==> src/rtl/sram_controller.sv <==
// Memory-stage load/store responder: each 32-bit access is split into two 16-bit SRAM phases (LO, HI).
// Define SRAM_ADDR_CHECK_EN to reject out-of-window or misaligned requests via addr_err.
module sram_controller #(
    parameter int unsigned BASE_ADDR   = 1024,
    parameter int unsigned HOLD_CYCLES = 2
) (
    input  logic        clk,
    input  logic        rst,
    input  logic        mem_r_en,
    input  logic        mem_w_en,
    input  logic [31:0] address,
    input  logic [31:0] write_data,
    output logic [31:0] read_data,
    output logic        ready,
    output logic        addr_err,
    output logic [17:0] sram_addr,
    output logic [15:0] sram_dq_out,
    output logic        sram_dq_oe,
    input  logic [15:0] sram_dq_in,
    output logic        sram_we_n
);

    localparam int unsigned CNT_W  = (HOLD_CYCLES > 1) ? $clog2(HOLD_CYCLES) : 1;
    localparam int unsigned WORD_W = 17;
    localparam int unsigned ADDR_W = 32;

    localparam logic [1:0] ST_IDLE = 2'd0;
    localparam logic [1:0] ST_LO   = 2'd1;
    localparam logic [1:0] ST_HI   = 2'd2;
    localparam logic [1:0] ST_DONE = 2'd3;

    localparam logic [CNT_W-1:0]  CNT_LAST = CNT_W'(HOLD_CYCLES - 1);
    localparam logic [ADDR_W-1:0] BASE     = ADDR_W'(BASE_ADDR);

    logic [1:0]        state_q, state_d;
    logic [CNT_W-1:0]  cnt_q, cnt_d;
    logic [WORD_W-1:0] word_q, word_d;
    logic              wr_q, wr_d;
    logic [31:0]       wdata_q, wdata_d;
    logic [31:0]       rdata_q, rdata_d;
    logic [17:0]       sram_addr_q, sram_addr_d;
    logic [15:0]       dq_out_q, dq_out_d;
    logic              dq_oe_q, dq_oe_d;
    logic              we_n_q, we_n_d;

    logic              req_c;
    logic              last_c;
    logic              half_c;
    logic              reject_c;
    logic [WORD_W-1:0] word_c;

    assign req_c  = mem_r_en | mem_w_en;
    assign last_c = (cnt_q == CNT_LAST);
    // Word index inside the SRAM window; the subtraction wraps modulo 2^32.
    assign word_c = WORD_W'((address - BASE) >> 2);

`ifdef SRAM_ADDR_CHECK_EN
    logic addr_err_q, addr_err_d;

    assign reject_c = (address < BASE) || (address[1:0] != 2'b00)
                   || ((address - BASE) >= 32'h0008_0000);
    assign addr_err = addr_err_q;
`else
    assign reject_c = 1'b0;
    assign addr_err = 1'b0;
`endif

    // Next-state, request latch, read capture and registered SRAM drive values.
    always_comb begin
        state_d     = state_q;
        cnt_d       = cnt_q;
        word_d      = word_q;
        wr_d        = wr_q;
        wdata_d     = wdata_q;
        rdata_d     = rdata_q;
        sram_addr_d = 18'd0;
        dq_out_d    = 16'd0;
        dq_oe_d     = 1'b0;
        we_n_d      = 1'b1;
        half_c      = 1'b0;
`ifdef SRAM_ADDR_CHECK_EN
        addr_err_d  = 1'b0;
`endif

        case (state_q)
            ST_IDLE: begin
                if (req_c) begin
                    word_d  = word_c;
                    wr_d    = mem_w_en;
                    wdata_d = write_data;
                    cnt_d   = CNT_W'(0);
                    if (reject_c) begin
                        state_d = ST_DONE;
`ifdef SRAM_ADDR_CHECK_EN
                        addr_err_d = 1'b1;
`endif
                        if (!mem_w_en) begin
                            rdata_d = 32'd0;
                        end
                    end else begin
                        state_d = ST_LO;
                    end
                end
            end
            ST_LO: begin
                if (last_c) begin
                    state_d = ST_HI;
                    cnt_d   = CNT_W'(0);
                    if (!wr_q) begin
                        rdata_d[15:0] = sram_dq_in;
                    end
                end else begin
                    cnt_d = CNT_W'(cnt_q + 1'b1);
                end
            end
            ST_HI: begin
                if (last_c) begin
                    state_d = ST_DONE;
                    cnt_d   = CNT_W'(0);
                    if (!wr_q) begin
                        rdata_d[31:16] = sram_dq_in;
                    end
                end else begin
                    cnt_d = CNT_W'(cnt_q + 1'b1);
                end
            end
            ST_DONE: begin
                state_d = ST_IDLE;
            end
            default: begin
                state_d = ST_IDLE;
            end
        endcase

        // SRAM port values are computed from the upcoming state so they register cleanly.
        if ((state_d == ST_LO) || (state_d == ST_HI)) begin
            half_c      = (state_d == ST_HI);
            sram_addr_d = {word_d, half_c};
            if (wr_d) begin
                dq_oe_d  = 1'b1;
                we_n_d   = 1'b0;
                dq_out_d = half_c ? wdata_d[31:16] : wdata_d[15:0];
            end
        end
    end

    always_ff @(posedge clk or posedge rst) begin
        if (rst) begin
            state_q     <= ST_IDLE;
            cnt_q       <= CNT_W'(0);
            word_q      <= WORD_W'(0);
            wr_q        <= 1'b0;
            wdata_q     <= 32'd0;
            rdata_q     <= 32'd0;
            sram_addr_q <= 18'd0;
            dq_out_q    <= 16'd0;
            dq_oe_q     <= 1'b0;
            we_n_q      <= 1'b1;
        end else begin
            state_q     <= state_d;
            cnt_q       <= cnt_d;
            word_q      <= word_d;
            wr_q        <= wr_d;
            wdata_q     <= wdata_d;
            rdata_q     <= rdata_d;
            sram_addr_q <= sram_addr_d;
            dq_out_q    <= dq_out_d;
            dq_oe_q     <= dq_oe_d;
            we_n_q      <= we_n_d;
        end
    end

`ifdef SRAM_ADDR_CHECK_EN
    always_ff @(posedge clk or posedge rst) begin
        if (rst) begin
            addr_err_q <= 1'b0;
        end else begin
            addr_err_q <= addr_err_d;
        end
    end
`endif

    // Pipeline freeze is ~ready, so a freshly presented request must pull ready low at once.
    assign ready       = (state_q == ST_DONE) || ((state_q == ST_IDLE) && !req_c);
    assign read_data   = rdata_q;
    assign sram_addr   = sram_addr_q;
    assign sram_dq_out = dq_out_q;
    assign sram_dq_oe  = dq_oe_q;
    assign sram_we_n   = we_n_q;

endmodule

==> config.mk <==
export PLATFORM = sky130hd
export DESIGN_NAME = sram_controller
export DESIGN_NICKNAME = d
export VERILOG_FILES = /design/src/rtl/sram_controller.sv
export SDC_FILE = /design/constraint.sdc
export NUM_CORES = 1
export LEC_CHECK = 0
export CELL_PAD_IN_SITES_DETAIL_PLACEMENT = 0
export CELL_PAD_IN_SITES_GLOBAL_PLACEMENT = 1
export CORE_MARGIN = 5
export CORE_UTILIZATION = 37
export DETAILED_ROUTE_END_ITERATION = 6
export PLACE_DENSITY_LB_ADDON = 0.1
export SLEW_MARGIN = 20
export SYNTH_ARGS = -nofsm -noshare
export SYNTH_HDL_FRONTEND = slang
export SYNTH_SLANG_ARGS = --single-unit
==> constraint.sdc <==
create_clock -name clk -period 5.2 [get_ports clk]
set_input_delay 0.78 -clock clk [delete_from_list [all_inputs] [get_ports clk]]
set_output_delay 0.78 -clock clk [all_outputs]
set_load 0.02 [all_outputs]
==> metrics.txt, run 1 <==
# TYPE chip_impl_metric gauge
chip_impl_metric{name="critical_path.max_fanout",unit=""} 18
chip_impl_metric{name="totalNegativeSetupSlack",unit="ns"} 0
chip_impl_info{name="cts.root.buffer_cell",value="sky130_fd_sc_hd__clkbuf_16"} 1
chip_impl_metric{name="insertedDiodeCount",unit=""} 0
chip_impl_metric{name="synth_warnings",unit=""} 0
chip_impl_metric{name="route.vias.total",unit=""} 3492
chip_impl_info{name="end_kind",value="flip-flop"} 1
chip_impl_metric{name="drcViolationCount",unit=""} 0
chip_impl_metric{name="final_hold_viol_count",unit=""} 0
chip_impl_metric{name="grt_use_total",unit="%"} 15.02
chip_impl_metric{name="worst_setup_timing_slack_at_the_placement_stage",unit="ns"} 1.598
chip_impl_metric{name="ir_drop",unit="uV"} 258.1
chip_impl_metric{name="fmaxAchievable",unit="MHz"} 313.8
chip_impl_metric{name="die_width",unit="um"} 126.6
chip_impl_metric{name="post_synth_xor_area_fraction",unit="%"} 0.3482
chip_impl_metric{name="clock_tree_buf_depth",unit=""} 2
chip_impl_info{name="layout_commonest_cell",value="sky130_fd_sc_hd__clkdlybuf4s50_1"} 1
chip_impl_metric{name="finish.net_count",unit=""} 635
chip_impl_metric{name="dp_hpwl",unit="mm"} 7.564
chip_impl_metric{name="die-height",unit="um"} 126.6
chip_impl_metric{name="whs",unit="ns"} 0.4668
chip_impl_metric{name="grt_start_max_net_pins",unit=""} 68
chip_impl_metric{name="place.detailed.instances",unit=""} 699
chip_impl_metric{name="cts_hold_buf",unit=""} 0
chip_impl_metric{name="routed_wl",unit="mm"} 11.52
chip_impl_metric{name="syn_area",unit="mm^2"} 0.005031
chip_impl_metric{name="synth_compound_gate_area_share",unit="%"} 3.656
chip_impl_metric{name="antenna_found_initial",unit=""} 0
chip_impl_metric{name="final_core_utilization",unit="%"} 53.49
chip_impl_metric{name="max-slew-margin-rel",unit="%"} 33.16
chip_impl_metric{name="fp-row-count",unit=""} 42
chip_impl_metric{name="h-tree-depth",unit=""} 4
chip_impl_info{name="worst_hold_path_type",value="reg -> reg"} 1
chip_impl_info{name="outcome",value="complete, no violations"} 1
chip_impl_metric{name="layout-area-overhead-vs-synth",unit="%"} 41.36
chip_impl_metric{name="ant_nets",unit=""} 0
chip_impl_metric{name="insertion_delay",unit="ns"} 0.41
chip_impl_info{name="worst-setup-path-type",value="in -> reg"} 1
chip_impl_metric{name="post_synth_and_or_nand_nor_area_fraction",unit="%"} 14.32
chip_impl_metric{name="floorplan.die_area",unit="mm^2"} 0.01603
chip_impl_metric{name="final-setup-viol-count",unit=""} 0
chip_impl_metric{name="share_of_synthesized_area_spent_on_multiplexers",unit="%"} 16.39
chip_impl_metric{name="clkTransAtPathRegs",unit="ns"} 0.05
chip_impl_metric{name="slew_violations",unit=""} 0
chip_impl_info{name="synthDominantAreaCellType",value="sky130_fd_sc_hd__dfrtp_1"} 1
chip_impl_info{name="final_cell_mix",value="sky130_fd_sc_hd__clkdlybuf4s50_1, sky130_fd_sc_hd__dfrtp_1, sky130_fd_sc_hd__nand2_1"} 1
chip_impl_metric{name="required_arrival_time_at_the_worst_endpoint",unit="ns"} 5.46
chip_impl_info{name="tritoncts_clock_tree",value="built"} 1
chip_impl_metric{name="vias_per_cell",unit=""} 4.777
chip_impl_metric{name="final.setup_skew",unit="ns"} 0.006106
chip_impl_metric{name="post_route_cells_drive_above_1_share",unit="%"} 16.58
chip_impl_metric{name="post_cts_resize_count",unit=""} 0
chip_impl_metric{name="grt.overflow.total",unit=""} 0
chip_impl_metric{name="detailedRoute.firstIterationViolations",unit=""} 123
chip_impl_metric{name="cts_setup_buffers",unit=""} 0
chip_impl_metric{name="syn_inst",unit=""} 401
chip_impl_metric{name="grt_pass1_wl",unit="mm"} 18.84
chip_impl_info{name="synth_area_leaders",value="sky130_fd_sc_hd__dfrtp_1, sky130_fd_sc_hd__mux2_2, sky130_fd_sc_hd__nand2_1"} 1
chip_impl_metric{name="core-area",unit="mm^2"} 0.01330
chip_impl_metric{name="cts-buffers-inserted",unit=""} 17
chip_impl_metric{name="floorplan.initialDensity",unit="%"} 37.84
chip_impl_metric{name="synth.distinct_cells",unit=""} 35
chip_impl_info{name="synth_top_family_by_area",value="multiplexers"} 1
chip_impl_metric{name="power-per-cell-area",unit="mW/mm^2"} 652.1
chip_impl_metric{name="top_level_ports",unit=""} 154
chip_impl_metric{name="gp_congestion",unit=""} 0.7022
chip_impl_metric{name="post_synthesis_net_count",unit=""} 494
chip_impl_metric{name="fin_ws",unit="ns"} 2.013
chip_impl_metric{name="worst_ep_arrival_time",unit="ns"} 3.44
chip_impl_metric{name="detail_route.first_pass.iterations",unit=""} 5
chip_impl_metric{name="max-cap-violations",unit=""} 0
chip_impl_metric{name="cts_num_sinks",unit=""} 121
chip_impl_metric{name="power.static_leakage",unit="nW"} 3.157
chip_impl_metric{name="io_buffers",unit=""} 137
chip_impl_metric{name="synth.ff_latch_count",unit=""} 121
chip_impl_metric{name="layout.cells.non_filler",unit=""} 731
chip_impl_metric{name="postSynthAreaPerCell",unit="um^2"} 12.55
chip_impl_info{name="worstSetupStartpointType",value="primary input"} 1
chip_impl_metric{name="synth_top_area_share",unit="%"} 59.69
chip_impl_metric{name="wl_per_cell",unit="um"} 15.76
chip_impl_metric{name="final.period_utilization",unit="%"} 61.29
chip_impl_metric{name="first_global_vias",unit=""} 3622
chip_impl_info{name="grt_setup_unrepaired",value="no"} 1
chip_impl_metric{name="synthAdderAreaFrac",unit="%"} 2.238
chip_impl_metric{name="post-route-min-period",unit="ns"} 3.187
chip_impl_metric{name="max_slew.worst_pin.slew",unit="ns"} 1.003
chip_impl_metric{name="ys_seq_area_share",unit="%"} 60.21
-- metal layers --
metal / GRT usage, % / routed length, um
met1: 18.43 / 4874
met4: 5.804 / 173
met2: 24.60 / 5803
met3: 5.044 / 671
met5: 0 / 0
-- cells by family after synthesis --
| group | Yosys count |
|---|---|
| AND/OR/NAND/NOR | 160 |
| flip-flops | 121 |
| multiplexers | 57 |
| buffers and inverters | 26 |
| AO/OA/AOI/OAI | 25 |
| adder cells (fa/ha/maj) | 9 |
| XOR/XNOR | 2 |
| other | 1 |
-- registers in the layout, indices dropped and copies added, names as in the netlist --
signal / flops
sram_dq_oe: 1
read_data: 32
cnt_q: 1
wr_q: 1
word_q: 17
sram_we_n: 1
sram_addr: 18
sram_dq_out: 16
state_q: 2
wdata_q: 32
-- Yosys cell counts --
| cell | count |
|---|---|
| sky130_fd_sc_hd__mux4_2 | 15 |
| sky130_fd_sc_hd__mux2_2 | 40 |
| sky130_fd_sc_hd__nor3b_1 | 1 |
| sky130_fd_sc_hd__o32a_1 | 1 |
| sky130_fd_sc_hd__buf_4 | 1 |
| sky130_fd_sc_hd__nor3_1 | 5 |
| sky130_fd_sc_hd__mux2i_1 | 1 |
| sky130_fd_sc_hd__nand2b_1 | 1 |
| sky130_fd_sc_hd__o21ai_0 | 3 |
| sky130_fd_sc_hd__dfrtp_1 | 120 |
| sky130_fd_sc_hd__a21bo_2 | 1 |
| sky130_fd_sc_hd__o21ai_2 | 1 |
| sky130_fd_sc_hd__mux4_1 | 1 |
| sky130_fd_sc_hd__buf_1 | 1 |
| sky130_fd_sc_hd__inv_1 | 8 |
| sky130_fd_sc_hd__o32ai_1 | 1 |
| sky130_fd_sc_hd__nand2_1 | 106 |
| sky130_fd_sc_hd__clkbuf_1 | 1 |
| sky130_fd_sc_hd__buf_2 | 12 |
| sky130_fd_sc_hd__nor2b_4 | 1 |
| sky130_fd_sc_hd__conb_1 | 1 |
| sky130_fd_sc_hd__o311a_1 | 1 |
| sky130_fd_sc_hd__nor4_1 | 6 |
| sky130_fd_sc_hd__buf_6 | 3 |
| sky130_fd_sc_hd__a211oi_1 | 7 |
| sky130_fd_sc_hd__a21o_1 | 2 |
| sky130_fd_sc_hd__and4_1 | 4 |
| sky130_fd_sc_hd__a21oi_1 | 6 |
| sky130_fd_sc_hd__nor2_1 | 11 |
| sky130_fd_sc_hd__dfstp_2 | 1 |
| sky130_fd_sc_hd__o21a_4 | 1 |
| sky130_fd_sc_hd__nor2b_1 | 25 |
| sky130_fd_sc_hd__ha_1 | 9 |
| sky130_fd_sc_hd__xnor2_1 | 2 |
| sky130_fd_sc_hd__o31a_1 | 1 |
-- cell type report --
| type | instances | area, um^2 |
|---|---|---|
| clock inverter | 9 | 97.59 |
| sequential | 121 | 3029 |
| fill | 1162 | 6183 |
| multi-input combinational | 254 | 1871 |
| timing repair buffer | 140 | 1394 |
| clock buffer | 23 | 467.9 |
| inverter | 8 | 32.53 |
| tap | 176 | 220.2 |
-- critical path, stage by stage --
cell and delay [ns]:
sky130_fd_sc_hd__clkdlybuf4s50_1 0.62, sky130_fd_sc_hd__o21ai_0 0.18, sky130_fd_sc_hd__o21ai_0 0.16, sky130_fd_sc_hd__o32ai_1 0.15, sky130_fd_sc_hd__ha_1 0.75, sky130_fd_sc_hd__a21o_1 0.69
sky130_fd_sc_hd__inv_1 0.10
-- through the flow --
stage	total power, mW	area, um^2
finish	4.638	7112
global route	4.949	7112
CTS	4.707	7112
detailed placement	3.562	6546
global placement	3.515	6546
floorplan	2.825	5031
-- final timing paths --
| kind | start | endpoint | slack (ns) | cells after the start |
|---|---|---|---|---|
| worst max-delay path | mem_w_en | sram_dq_oe | 2.01 | 7 |
| worst min-delay path | word_q[9] | word_q[9] | 0.47 | 2 |
| worst max register to register | state_q[0] | sram_dq_oe | 2.17 | 8 |
| worst min register to register | word_q[9] | word_q[9] | 0.47 | 2 |
| max in group asynchronous | rst | state_q[1] | 3.36 | 3 |
| min in group asynchronous | rst | wdata_q[4] | 0.78 | 2 |
-- power breakdown --
group          internal (mW)  total [mW]  leakage (nW)  switching (mW)
Clock                  0.725        1.13         0.280           0.402
Combinational          0.963        1.96          1.39           0.995
Sequential              1.38        1.55          1.48           0.174
Total                   3.07        4.64          3.16            1.57
(Power assumes the default switching activity.)
==> run 2: changes to the inputs <==
Clock period 5.2 ns to 2.97 ns, I/O delays scaled along.
==> metrics.txt, run 2 (same netlist as run 1, synthesis figures left out) <==
# TYPE chip_impl_metric gauge
chip_impl_info{name="outcome",value="complete, no violations"} 1
chip_impl_metric{name="grt_pass1_wl",unit="mm"} 18.50
chip_impl_metric{name="final-setup-viol-count",unit=""} 0
chip_impl_info{name="timing.critical_path.cells",value="inv_1 > ha_1 > a21o_1 > clkdlybuf4s50_1"} 1
chip_impl_metric{name="final.setup_skew",unit="ns"} 0.006181
chip_impl_metric{name="grt_use_total",unit="%"} 14.72
chip_impl_info{name="reg2reg_from",value="state_q[0]"} 1
chip_impl_metric{name="routed_wl",unit="mm"} 11.38
chip_impl_metric{name="detailedRoute.firstIterationViolations",unit=""} 180
chip_impl_metric{name="final_core_utilization",unit="%"} 54.46
chip_impl_metric{name="max-cap-violations",unit=""} 0
chip_impl_metric{name="required_arrival_time_at_the_worst_endpoint",unit="ns"} 2.52
chip_impl_info{name="end_kind",value="primary output"} 1
chip_impl_metric{name="cts_num_sinks",unit=""} 121
chip_impl_metric{name="final.period_utilization",unit="%"} 86.80
chip_impl_metric{name="final_hold_viol_count",unit=""} 0
chip_impl_info{name="timing.critical_path.slowest_stage_cell",value="sky130_fd_sc_hd__clkdlybuf4s50_1"} 1
chip_impl_metric{name="post_route_cells_drive_above_1_share",unit="%"} 18.29
chip_impl_metric{name="slew_violations",unit=""} 0
chip_impl_metric{name="fmaxAchievable",unit="MHz"} 387.9
chip_impl_metric{name="cts_hold_buf",unit=""} 0
chip_impl_metric{name="vias_per_cell",unit=""} 4.708
chip_impl_metric{name="top_level_ports",unit=""} 154
chip_impl_metric{name="ir_drop",unit="uV"} 406.5
chip_impl_metric{name="first_global_vias",unit=""} 3545
chip_impl_metric{name="io_buffers",unit=""} 137
chip_impl_metric{name="wl_per_cell",unit="um"} 15.40
chip_impl_metric{name="power.static_leakage",unit="nW"} 3.215
chip_impl_metric{name="grt.overflow.total",unit=""} 0
chip_impl_info{name="worst-setup-path-type",value="reg -> out"} 1
chip_impl_metric{name="cts-buffers-inserted",unit=""} 17
chip_impl_metric{name="fill_cells",unit=""} 1121
chip_impl_metric{name="clock_tree_buf_depth",unit=""} 2
chip_impl_metric{name="critical_path.max_fanout",unit=""} 6
chip_impl_info{name="worstSetupStartpoint",value="state_q[0]"} 1
chip_impl_metric{name="max_slew.worst_pin.slew",unit="ns"} 0.8164
chip_impl_metric{name="post_cts_resize_count",unit=""} 0
chip_impl_metric{name="floorplan.initialDensity",unit="%"} 37.84
chip_impl_metric{name="dp_hpwl",unit="mm"} 7.768
chip_impl_metric{name="finish.net_count",unit=""} 643
chip_impl_info{name="tritoncts_clock_tree",value="built"} 1
chip_impl_metric{name="critical-path-max-stage-delay",unit="ns"} 0.60
chip_impl_metric{name="report.power.total",unit="mW"} 8.312
chip_impl_info{name="grt_setup_unrepaired",value="no"} 1
chip_impl_metric{name="antenna_found_initial",unit=""} 0
chip_impl_metric{name="insertion_delay",unit="ns"} 0.41
chip_impl_metric{name="core-area",unit="mm^2"} 0.01330
chip_impl_metric{name="ant_nets",unit=""} 0
chip_impl_metric{name="h-tree-depth",unit=""} 4
chip_impl_metric{name="detail_route.first_pass.iterations",unit=""} 4
chip_impl_info{name="start_point_of_the_worst_min_delay_path",value="wdata_q[22]"} 1
chip_impl_metric{name="drcViolationCount",unit=""} 0
chip_impl_metric{name="cts_setup_buffers",unit=""} 0
chip_impl_info{name="final_cell_mix",value="sky130_fd_sc_hd__clkdlybuf4s50_1, sky130_fd_sc_hd__dfrtp_1, sky130_fd_sc_hd__nand2_1"} 1
chip_impl_metric{name="max-slew-margin-rel",unit="%"} 45.57
chip_impl_metric{name="clkTransAtPathRegs",unit="ns"} 0.05
chip_impl_metric{name="post-route-min-period",unit="ns"} 2.578
chip_impl_metric{name="crit_buf_inv",unit=""} 2
chip_impl_metric{name="insertedDiodeCount",unit=""} 0
chip_impl_info{name="worstSetupStartpointType",value="flip-flop"} 1
chip_impl_metric{name="gp_congestion",unit=""} 0.7196
chip_impl_info{name="cts.root.buffer_cell",value="sky130_fd_sc_hd__clkbuf_16"} 1
chip_impl_info{name="cpLargestDelayFamily",value="buffers and inverters"} 1
chip_impl_metric{name="route.vias.total",unit=""} 3479
chip_impl_metric{name="floorplan.die_area",unit="mm^2"} 0.01603
chip_impl_metric{name="die_width",unit="um"} 126.6
chip_impl_metric{name="die-height",unit="um"} 126.6
chip_impl_metric{name="layout-area-overhead-vs-synth",unit="%"} 43.92
chip_impl_info{name="worst_hold_path_type",value="reg -> reg"} 1
chip_impl_metric{name="worst_ep_arrival_time",unit="ns"} 2.13
chip_impl_metric{name="grt_start_max_net_pins",unit=""} 122
chip_impl_metric{name="totalNegativeSetupSlack",unit="ns"} 0
chip_impl_info{name="layout_commonest_cell",value="sky130_fd_sc_hd__clkdlybuf4s50_1"} 1
chip_impl_metric{name="fp-row-count",unit=""} 42
chip_impl_metric{name="power-per-cell-area",unit="mW/mm^2"} 1148
[run 2: tightest hold or removal path, stage by stage (launching register included)]
cell,delay [ns]
sky130_fd_sc_hd__dfrtp_1,0.33
sky130_fd_sc_hd__nand2_1,0.05
sky130_fd_sc_hd__nand2_1,0.06
[run 2: area by class of cell]
| class | count | area [um^2] | share of cell area, % |
|---|---|---|---|
| timing repair buffer | 148 | 1491 | 20.60 |
| inverter | 8 | 33.78 | 0.4666 |
| sequential | 121 | 3029 | 41.84 |
| tap | 176 | 220.2 | 3.041 |
| clock inverter | 13 | 152.6 | 2.108 |
| clock buffer | 19 | 442.9 | 6.117 |
| multi-input combinational | 254 | 1871 | 25.83 |
[run 2: report_power, final]
| group | total [mW] | internal, mW | switching, mW |
|---|---|---|---|
| registers | 2.73 | 2.41 | 0.314 |
| logic | 3.53 | 1.77 | 1.76 |
| clock network | 2.05 | 1.33 | 0.720 |
[run 2: routing by layer]
metal | global-route usage [%] | share of wire, % | vias up
met2 | 23.04 | 48 | 94
li1 | - | - | 1666
met3 | 5.170 | 6.4 | 12
met1 | 19.00 | 45 | 1707
met5 | 0 | 0 | -
met4 | 5.300 | 1.2 | 0
[run 2: path summary, 6_finish.rpt]
| check | end | slack [ns] | depth (start not counted) |
|---|---|---|---|
| setup / recovery | ready | 0.39 | 4 |
| hold / removal | wdata_q[22] | 0.47 | 2 |
| setup reg to reg | sram_dq_out[14] | 0.40 | 8 |
| hold reg to reg | wdata_q[22] | 0.47 | 2 |
| max in group asynchronous | wdata_q[13] | 1.91 | 3 |
| min in group asynchronous | read_data[3] | 0.57 | 3 |
[run 2: per-stage QoR]
step / setup slack (ns) / hold slack, ns / cell area, um^2 / cells
final: 0.3919 / 0.4702 / 7241 / 739
after global routing: 0.1423 / 0.4850 / 7241 / 739
after CTS: 0.3721 / 0.4753 / 7241 / 739
after detailed placement: 0.3427 / 0.4609 / 6645 / 707
after global placement: 0.3752 / 0.4524 / 6645 / 707
after floorplan: 0.6218 / 0.4369 / 5035 / 401
==> run 3: changes to the inputs <==
Settings changed: CORE_UTILIZATION 37 to 32.
==> metrics.txt, run 3 (same netlist as run 1, synthesis figures left out) <==
# TYPE chip_impl_metric gauge
chip_impl_metric{name="critical-path-max-stage-delay",unit="ns"} 0.61
chip_impl_metric{name="path_depth",unit=""} 4
chip_impl_metric{name="floorplan.die_area",unit="mm^2"} 0.01833
chip_impl_metric{name="route.vias.total",unit=""} 3448
chip_impl_metric{name="combinationalPowerShare",unit="%"} 43.6
chip_impl_metric{name="groute.layer.met3.usage",unit="%"} 4.198
chip_impl_metric{name="post-route-min-period",unit="ns"} 2.596
chip_impl_metric{name="final.setup_skew",unit="ns"} 0.006100
chip_impl_metric{name="ant_nets",unit=""} 0
chip_impl_metric{name="p_int",unit="mW"} 5.320
chip_impl_metric{name="routed_wl",unit="mm"} 11.62
chip_impl_metric{name="cts-buffers-inserted",unit=""} 17
chip_impl_metric{name="max-slew-margin-rel",unit="%"} 48.49
chip_impl_metric{name="cts_num_sinks",unit=""} 121
chip_impl_metric{name="die_width",unit="um"} 135.4
chip_impl_info{name="reg2reg_from",value="state_q[0]"} 1
chip_impl_metric{name="max-cap-violations",unit=""} 0
chip_impl_metric{name="drcViolationCount",unit=""} 0
chip_impl_metric{name="critical_path.max_fanout",unit=""} 6
chip_impl_metric{name="worst_ep_arrival_time",unit="ns"} 2.15
chip_impl_info{name="final_cell_mix",value="sky130_fd_sc_hd__clkdlybuf4s50_1, sky130_fd_sc_hd__dfrtp_1, sky130_fd_sc_hd__nand2_1"} 1
chip_impl_metric{name="fp-row-count",unit=""} 45
chip_impl_metric{name="grt_use_total",unit="%"} 13.26
chip_impl_metric{name="net-switching-power",unit="mW"} 2.724
chip_impl_metric{name="io_buffers",unit=""} 137
chip_impl_metric{name="power.sequential.fraction",unit="%"} 33.7
chip_impl_info{name="grt_setup_unrepaired",value="no"} 1
chip_impl_info{name="cts.root.buffer_cell",value="sky130_fd_sc_hd__clkbuf_16"} 1
chip_impl_metric{name="cts_hold_buf",unit=""} 0
chip_impl_metric{name="logic_depth_of_the_worst_register_to_register_path",unit=""} 8
chip_impl_metric{name="ir_drop",unit="uV"} 521.3
chip_impl_metric{name="floorplan.initialDensity",unit="%"} 32.85
chip_impl_metric{name="fin_area",unit="mm^2"} 0.007204
chip_impl_metric{name="grt_start_max_net_pins",unit=""} 78
chip_impl_metric{name="insertedDiodeCount",unit=""} 0
chip_impl_metric{name="first_global_vias",unit=""} 3427
chip_impl_info{name="worstSetupStartpointType",value="flip-flop"} 1
chip_impl_info{name="worst_hold_path_type",value="reg -> reg"} 1
chip_impl_metric{name="antenna_found_initial",unit=""} 0
chip_impl_metric{name="top_level_ports",unit=""} 154
chip_impl_metric{name="finish.net_count",unit=""} 640
chip_impl_metric{name="totalNegativeSetupSlack",unit="ns"} 0
chip_impl_info{name="cpLargestDelayFamily",value="buffers and inverters"} 1
chip_impl_metric{name="report.power.total",unit="mW"} 8.044
chip_impl_metric{name="gp_congestion",unit=""} 0.7478
chip_impl_metric{name="netSwitchingFraction",unit="%"} 33.86
chip_impl_metric{name="grt.overflow.total",unit=""} 0
chip_impl_info{name="timing.critical_path.slowest_stage_cell",value="sky130_fd_sc_hd__clkdlybuf4s50_1"} 1
chip_impl_info{name="end_kind",value="primary output"} 1
chip_impl_metric{name="detail_route.first_pass.iterations",unit=""} 4
chip_impl_metric{name="core-area",unit="mm^2"} 0.01531
chip_impl_metric{name="post_cts_resize_count",unit=""} 0
chip_impl_metric{name="grt_use_met2",unit="%"} 20.99
chip_impl_metric{name="post_route_cells_drive_above_1_share",unit="%"} 16.61
chip_impl_metric{name="h-tree-depth",unit=""} 4
chip_impl_metric{name="dpl-instance-area",unit="mm^2"} 0.006679
chip_impl_info{name="start_point_of_the_worst_min_delay_path",value="word_q[9]"} 1
chip_impl_metric{name="power-per-cell-area",unit="mW/mm^2"} 1117
chip_impl_metric{name="final_hold_viol_count",unit=""} 0
chip_impl_info{name="timing.hold.worst_endpoint",value="word_q[9]"} 1
chip_impl_info{name="global_route.peak_usage_layer",value="met2"} 1
chip_impl_info{name="timing.critical_path.cells",value="inv_1 > ha_1 > a21o_1 > clkdlybuf4s50_1"} 1
chip_impl_metric{name="wl_per_cell",unit="um"} 15.07
chip_impl_metric{name="insertion_delay",unit="ns"} 0.40
chip_impl_metric{name="final.period_utilization",unit="%"} 87.40
chip_impl_metric{name="vias_per_cell",unit=""} 4.472
chip_impl_metric{name="clkTransAtPathRegs",unit="ns"} 0.05
chip_impl_metric{name="required_arrival_time_at_the_worst_endpoint",unit="ns"} 2.52
chip_impl_metric{name="setup_slack_reg_to_reg",unit="ns"} 0.45
chip_impl_metric{name="crit_buf_inv",unit=""} 2
chip_impl_metric{name="fmaxAchievable",unit="MHz"} 385.3
chip_impl_metric{name="slew_violations",unit=""} 0
chip_impl_info{name="layout_commonest_cell",value="sky130_fd_sc_hd__clkdlybuf4s50_1"} 1
chip_impl_metric{name="dp_hpwl",unit="mm"} 8.042
chip_impl_metric{name="clock_tree_buf_depth",unit=""} 2
chip_impl_info{name="tritoncts_clock_tree",value="built"} 1
chip_impl_metric{name="layout-area-overhead-vs-synth",unit="%"} 43.20
chip_impl_metric{name="final-setup-viol-count",unit=""} 0
chip_impl_metric{name="die-height",unit="um"} 135.4
chip_impl_info{name="outcome",value="complete, no violations"} 1
chip_impl_metric{name="cts_setup_buffers",unit=""} 0
chip_impl_metric{name="grt_pass1_wl",unit="mm"} 18.72
chip_impl_metric{name="detailedRoute.firstIterationViolations",unit=""} 136
chip_impl_metric{name="share_clk_of_total_power",unit="%"} 22.7
chip_impl_metric{name="met1_usage",unit="%"} 16.92
chip_impl_info{name="r2r_end",value="sram_dq_out[13]"} 1
chip_impl_metric{name="power.static_leakage",unit="nW"} 3.173
chip_impl_metric{name="max_slew.worst_pin.slew",unit="ns"} 0.7656
chip_impl_metric{name="hold_path_depth",unit=""} 2
chip_impl_info{name="worst-setup-path-type",value="reg -> out"} 1
-- run 3: how the worst max path moves through the flow --
stage	start	to
after floorplan	state_q[0]	sram_dq_out[5]
after global placement	mem_r_en	sram_dq_out[7]
after detailed placement	mem_w_en	sram_dq_out[13]
after CTS	state_q[0]	ready
after global routing	state_q[0]	sram_dq_out[14]
final	state_q[0]	ready
-- run 3: stage by stage --
step                setup WS (ns)  hold slack, ns  instances  util, %
finish                     0.3743          0.4680        771    47.04
CTS                        0.3378          0.4702        771    47.04
global route               0.1696          0.4942        771    47.04
detailed placement         0.1503          0.4567        739    43.61
floorplan                  0.6218          0.4369        401        -
global placement           0.2482          0.4518        739    43.61
-- run 3: routing by layer --
metal  vias up  share of wire, %
li1       1655                 -
met3        13               6.4
met1      1686                43
met2        94                49
met5         -                 0
met4         0               1.4
-- run 3: cell type report --
class	count	area, um^2
clock inverter	3	15.01
multi-input combinational	254	1871
inverter	8	33.78
timing repair buffer	145	1481
clock buffer	29	510.5
sequential	121	3029
fill	1389	8110
tap	211	264.0
-- run 3: power by group through the flow --
| stage | clock, mW | combinational, mW | sequential [mW] |
|---|---|---|---|
| floorplan | 0 | 1.79 | 3.16 |
| global placement | 0 | 3.54 | 2.72 |
| detailed placement | 0 | 3.61 | 2.75 |
| CTS | 1.88 | 3.61 | 2.73 |
| global route | 1.95 | 3.85 | 2.80 |
| finish | 1.82 | 3.51 | 2.71 |
-- run 3: worst min-delay path, cell delays in order, from the launching register on --
cell and delay, ns:
sky130_fd_sc_hd__dfrtp_1 0.32, sky130_fd_sc_hd__nand2_1 0.06, sky130_fd_sc_hd__nand2_1 0.06
